[config.mk]
export PLATFORM = sky130hd
export DESIGN_NAME = sumador_secuencial
export DESIGN_NICKNAME = d
export VERILOG_FILES = /design/src/rtl/sumador_pkg.sv /design/src/rtl/sumador_bloque.sv /design/src/rtl/sumador_secuencial.sv
export SDC_FILE = /design/constraint.sdc
export NUM_CORES = 1
export LEC_CHECK = 0
export BUFFER_PORTS_ARGS = -buffer_cell sky130_fd_sc_hd__buf_2
export CORE_MARGIN = 4
export CORE_UTILIZATION = 44
export DETAILED_ROUTE_END_ITERATION = 12
export GPL_ROUTABILITY_DRIVEN = 0
export PLACE_DENSITY_LB_ADDON = 0.08
export SLEW_MARGIN = 20
export SYNTH_ARGS = -nofsm -noshare
export SYNTH_HDL_FRONTEND = slang
export SYNTH_HIERARCHICAL = 1
export SYNTH_SLANG_ARGS = --single-unit
[constraint.sdc]
create_clock -name clk -period 4.2 [get_ports clk]
set_input_delay 0 -clock clk [delete_from_list [all_inputs] [get_ports clk]]
set_output_delay 0 -clock clk [all_outputs]
set_load 0.05 [all_outputs]
[src/rtl/sumador_pkg.sv]
// Shared types and default sizing for the sequential adder/subtractor.
package sumador_pkg;

  localparam int unsigned WIDTH_DEF = 64;
  localparam int unsigned CHUNK_DEF = 8;

  typedef enum logic [1:0] {
    IDLE = 2'd0,
    CALC = 2'd1,
    DONE = 2'd2
  } estado_t;

endpackage

[src/rtl/sumador_bloque.sv]
// Combinational CHUNK-bit ripple slice; c_msb is the carry into the slice MSB.
module sumador_bloque #(
  parameter int unsigned CHUNK = 8
) (
  input  logic [CHUNK-1:0] a,
  input  logic [CHUNK-1:0] b,
  input  logic             cin,
  output logic [CHUNK-1:0] s,
  output logic             cout,
  output logic             c_msb
);

  always_comb begin
    {cout, s} = {1'b0, a} + {1'b0, b} + (CHUNK+1)'(cin);
    // Carry into the top bit recovered from the top-bit sum, valid for CHUNK=1 too.
    c_msb = s[CHUNK-1] ^ a[CHUNK-1] ^ b[CHUNK-1];
  end

endmodule

[src/rtl/sumador_secuencial.sv]
// Multi-cycle adder/subtractor: one CHUNK-bit slice per clock with a registered
// carry between slices and valid/ready handshakes on both sides.
module sumador_secuencial
  import sumador_pkg::*;
#(
  parameter int unsigned WIDTH = WIDTH_DEF,
  parameter int unsigned CHUNK = CHUNK_DEF
) (
  input  logic             clk,
  input  logic             rst_n,
  input  logic             in_valid,
  output logic             in_ready,
  input  logic [WIDTH-1:0] a,
  input  logic [WIDTH-1:0] b,
  input  logic             cin,
  input  logic             sub,
  output logic             out_valid,
  input  logic             out_ready,
  output logic [WIDTH-1:0] sum,
  output logic             cout,
  output logic             ovf
);

  localparam int unsigned N  = WIDTH / CHUNK;
  localparam int unsigned KW = (N > 1) ? $clog2(N) : 1;
  localparam logic [WIDTH-1:0] SLICE_MASK = WIDTH'({CHUNK{1'b1}});

  if ((WIDTH % CHUNK) != 0) begin : g_bad_width
    $error("sumador_secuencial: WIDTH must be a multiple of CHUNK");
  end

  estado_t          state, state_nx;
  logic [KW-1:0]    k, k_nx;
  logic [WIDTH-1:0] a_r, a_nx, b_r, b_nx, acc, acc_nx, sum_nx;
  logic             carry, carry_nx, cout_nx, ovf_nx;
  logic [31:0]      off;
  logic [CHUNK-1:0] a_sl, b_sl, s_sl;
  logic             c_sl, c_msb_sl;

  // Slice k of the latched operands feeds the single shared ripple slice.
  assign off  = 32'(k) * CHUNK;
  assign a_sl = CHUNK'(a_r >> off);
  assign b_sl = CHUNK'(b_r >> off);

  sumador_bloque #(.CHUNK(CHUNK)) u_bloque (
    .a     (a_sl),
    .b     (b_sl),
    .cin   (carry),
    .s     (s_sl),
    .cout  (c_sl),
    .c_msb (c_msb_sl)
  );

  always_comb begin
    state_nx = state;
    k_nx     = k;
    a_nx     = a_r;
    b_nx     = b_r;
    carry_nx = carry;
    acc_nx   = acc;
    sum_nx   = sum;
    cout_nx  = cout;
    ovf_nx   = ovf;
    case (state)
      IDLE: begin
        if (in_valid) begin
          a_nx     = a;
          b_nx     = sub ? ~b : b;
          carry_nx = sub ? ~cin : cin;
          k_nx     = '0;
          state_nx = CALC;
        end
      end
      CALC: begin
        acc_nx   = (acc & ~(SLICE_MASK << off)) | (WIDTH'(s_sl) << off);
        carry_nx = c_sl;
        k_nx     = k + KW'(1);
        if (k == KW'(N - 1)) begin
          sum_nx   = acc_nx;
          cout_nx  = c_sl;
          ovf_nx   = c_msb_sl ^ c_sl;
          k_nx     = '0;
          state_nx = DONE;
        end
      end
      DONE: begin
        if (out_ready) state_nx = IDLE;
      end
      default: state_nx = IDLE;
    endcase
  end

  // Handshake flags are registered copies of the next-state decode.
  always_ff @(posedge clk or negedge rst_n) begin
    if (!rst_n) begin
      state     <= IDLE;
      k         <= '0;
      a_r       <= '0;
      b_r       <= '0;
      carry     <= 1'b0;
      acc       <= '0;
      sum       <= '0;
      cout      <= 1'b0;
      ovf       <= 1'b0;
      in_ready  <= 1'b1;
      out_valid <= 1'b0;
    end else begin
      state     <= state_nx;
      k         <= k_nx;
      a_r       <= a_nx;
      b_r       <= b_nx;
      carry     <= carry_nx;
      acc       <= acc_nx;
      sum       <= sum_nx;
      cout      <= cout_nx;
      ovf       <= ovf_nx;
      in_ready  <= (state_nx == IDLE);
      out_valid <= (state_nx == DONE);
    end
  end

endmodule

==> results.md <==
- Count of buffers inserted at the top-level ports: 201
- Vert. Die Dim: 174 um
- Setup crit start kind: flip-flop
- Number of buffers on the longest clock path: 3
- Aggregate global-route resource usage: 22.1%
- Cell type with the largest total area after synthesis: sky130_fd_sc_hd__dfrtp_1
- Post-detailed-route via-to-cell ratio: 5.37
- H-tree level count: 1
- Post-Synthesis Mean Instance Area: 11.8 um^2
- Highest achievable clock rate: 266 MHz
- List of cells traversed by the critical path: mux4_2, nand2_1, nand2_1, fa_1, fa_1, a21o_2, a21oi_1, or4b_1, o2111ai_1, nor2b_1, a221oi_1, nor2_1
- Number of global-route vias before repair: 9622
- HPWL reported at the end of detailed placement: 21.8 mm
- Slew headroom: 33.4%
- Kind of cell adding the most delay to the critical path: compound AO/OA/AOI/OAI gates
- Final antenna diode count: 0
- Number of CTS-inserted buffers: 28
- Layout overhead on the synthesized area: 28.1%
- Post-Synthesis Cell Area: 0.0121 mm^2
- Shortest clock period the worst path allows after layout: 3760 ps
- Antenna-violating nets left: 0
- TritonCTS clock tree: yes
- Synthesis warning total: 6
- Number of hold violations in the final report: 0
- Horizontal die dimension: 174 um
- Predominant post-synthesis flop cell: sky130_fd_sc_hd__dfrtp_1
- DR vias: 9113
- Global-route congestion overflow total: 0
- DRT iter0 DRCs: 588
- Proportion of layout cells with a drive suffix above 1: 27.6%
- Count of cell types in the netlist: 50
- Run status: completed
- Category of the most critical setup path: reg -> reg
- Max stage delay cell, worst path: sky130_fd_sc_hd__dfrtp_2
- Initial antenna violation count: 0
- Total of endpoints with negative setup slack in the final report: 0
- First-pass GRT wire length: 53.8 mm
- MaxCap Viol Count: 0
- I/O pin count: 202
- Clock tree root buffer cell: sky130_fd_sc_hd__clkbuf_16
- DRC violations left: 0
- Setup repair after global routing missed its margin: false
- Share of Yosys cell area claimed by the top area cell type: 53.2%
- CP Capture Type: flip-flop
- Final-report max-slew violation count: 0
- Final period util: 89.5%
- Cell count of the worst reg-to-reg path: 12
- Final Net Count: 1483
- Actual slew at the worst max-slew pin: 999 ps
- DIE AREA: 0.0302 mm^2
- Setup tns final: 0 ps
- Hold Path Class: in -> async
- Synth area leaders: sky130_fd_sc_hd__dfrtp_1 (53%), sky130_fd_sc_hd__mux4_2 (6.0%), sky130_fd_sc_hd__nor2_1 (5.7%)
- Arrival time worst endpoint: 4180 ps
- Data required time at the worst endpoint: 4620 ps
- Number of buffer and inverter instances along the worst setup path: 0
- List of most frequent post-synthesis cells: sky130_fd_sc_hd__dfrtp_1 (257), sky130_fd_sc_hd__nor2_1 (182), sky130_fd_sc_hd__a21oi_1 (68), sky130_fd_sc_hd__xnor2_1 (68), sky130_fd_sc_hd__a22o_1 (65)
- Final WL: 33.2 mm
- Number of setup buffers added after CTS: 0
- Setup WS pre-CTS: 472 ps
- Most common cell in the netlist: sky130_fd_sc_hd__dfrtp_1
- Pre-Repair DR Iteration Count: 5
- Async set-reset flop share out of synthesis: 100%
- Syn_nets: 1177
- Worst Setup Slack, final: 441 ps
- # clock sinks: 258
- Worst-case clock skew: 14.6 ps
- Placeable core region: 0.0270 mm^2
- Count of flip-flops with a built-in enable after synthesis: 0
- Number of synthesized register bits: 258
- Post-synthesis sequential area ratio: 53.4%
- Number of cells produced by synthesis: 1028
- Fill cell count: 2319
- Initial standard-cell utilization of the core: 44.8%
- Clk_lat worst skew: 540 ps
- Total stage count of the critical path: 12
- Delay of the slowest cell on the worst path: 570 ps
- Mean routed wirelength per cell: 19.6 um
- Critical path peak fanout: 11
- Cell row count: 60
- Largest net degree at the start of global routing: 194
- Clock-pin slew reported for the worst setup and hold paths after clock tree synthesis: 60 ps
logic make-up after synthesis:
logic type / Yosys count / share of synthesized area [%]
AND/OR/NAND/NOR: 289 / 10.7
multiplexers: 98 / 12.1
flip-flops: 258 / 53.4
AO/OA/AOI/OAI: 208 / 12.8
XOR/XNOR: 72 / 5.33
adder cells (fa/ha/maj): 15 / 1.68
buffers and inverters: 88 / 4.02
path summary, 6_finish.rpt:
| kind | startpoint | end | slack [ps] |
|---|---|---|---|
| setup / recovery | k[0] | sum[6] | 440 |
| hold / removal | rst_n | sum[9] | 140 |
| setup reg to reg | k[0] | sum[6] | 440 |
| hold reg to reg | ovf | ovf | 480 |
| max in group asynchronous | rst_n | k[1] | 2910 |
| min in group clk | a[60] | a_r[60] | 230 |
layout make-up:
cell class                      instances  area [um^2]  area share (%)
Sequential cell                       258         6460            41.7
Multi-Input combinational cell        682         5150            33.3
Timing Repair Buffer                  356         2540            16.4
Clock buffer                           48          857            5.54
Tap cell                              341          427            2.76
Inverter                                8         30.0           0.194
Clock inverter                          3         15.0          0.0970
metrics by stage:
step	hold WS (ps)	utilization, %	area, um^2	cells
final	136	57.4	15500	1696
after detailed placement	151	49.3	13300	1513
after floorplan	-296	-	12100	1028
after global placement	152	49.3	13300	1513
after CTS	177	57.4	15500	1696
after global routing	211	57.4	15500	1696
cell usage in the layout, fill, tap and decap left out, types with 2 or more instances in the layout:
cell type and instances:
sky130_fd_sc_hd__dfrtp_1 255, sky130_fd_sc_hd__a22oi_1 2, sky130_fd_sc_hd__a21oi_1 68, sky130_fd_sc_hd__a22o_1 65, sky130_fd_sc_hd__xnor2_1 68, sky130_fd_sc_hd__clkbuf_1 13
sky130_fd_sc_hd__and2_1 2, sky130_fd_sc_hd__xor2_1 3, sky130_fd_sc_hd__a221oi_1 56, sky130_fd_sc_hd__clkbuf_16 29, sky130_fd_sc_hd__buf_12 2, sky130_fd_sc_hd__mux4_2 32
sky130_fd_sc_hd__nor3b_4 2, sky130_fd_sc_hd__clkinv_2 3, sky130_fd_sc_hd__nor2_1 182, sky130_fd_sc_hd__mux2_2 60, sky130_fd_sc_hd__nor3_1 3, sky130_fd_sc_hd__nand2_1 63
sky130_fd_sc_hd__nand3b_4 2, sky130_fd_sc_hd__and3b_1 2, sky130_fd_sc_hd__buf_4 22, sky130_fd_sc_hd__nor3_4 4, sky130_fd_sc_hd__ha_1 13, sky130_fd_sc_hd__buf_2 199
sky130_fd_sc_hd__nand2b_1 5, sky130_fd_sc_hd__fa_1 2, sky130_fd_sc_hd__nand3_1 5, sky130_fd_sc_hd__inv_1 7, sky130_fd_sc_hd__o21ai_0 7, sky130_fd_sc_hd__nor2b_1 11
sky130_fd_sc_hd__mux2_1 5, sky130_fd_sc_hd__and3_1 3, sky130_fd_sc_hd__clkbuf_8 6, sky130_fd_sc_hd__dfrtp_2 2, sky130_fd_sc_hd__o21bai_1 2, sky130_fd_sc_hd__dlygate4sd3_1 132
sequential cells by signal, indices dropped and copies added (netlist names), 2 cells and up:
signal,count
a_r,64
b_r,64
sum,64
acc,56
k,3
state,2
what timing repair did:
| action | CTS | global route |
|---|---|---|
| resized for setup | 0 | 0 |
| hold buffers | 132 | 0 |
| endpoints found under the hold margin | 244 | 0 |
layer usage:
metal	part of all wire (%)	routed length (um)	track usage, %
met2	49	16200	36.5
met1	43	14100	30.2
met4	3.6	1210	7.39
met3	4.9	1620	3.27
met5	0	0	0
Power is left out: the tool's default activity adds up to more than one toggle a clock period on the data nets, which glitch-free logic cannot reach.
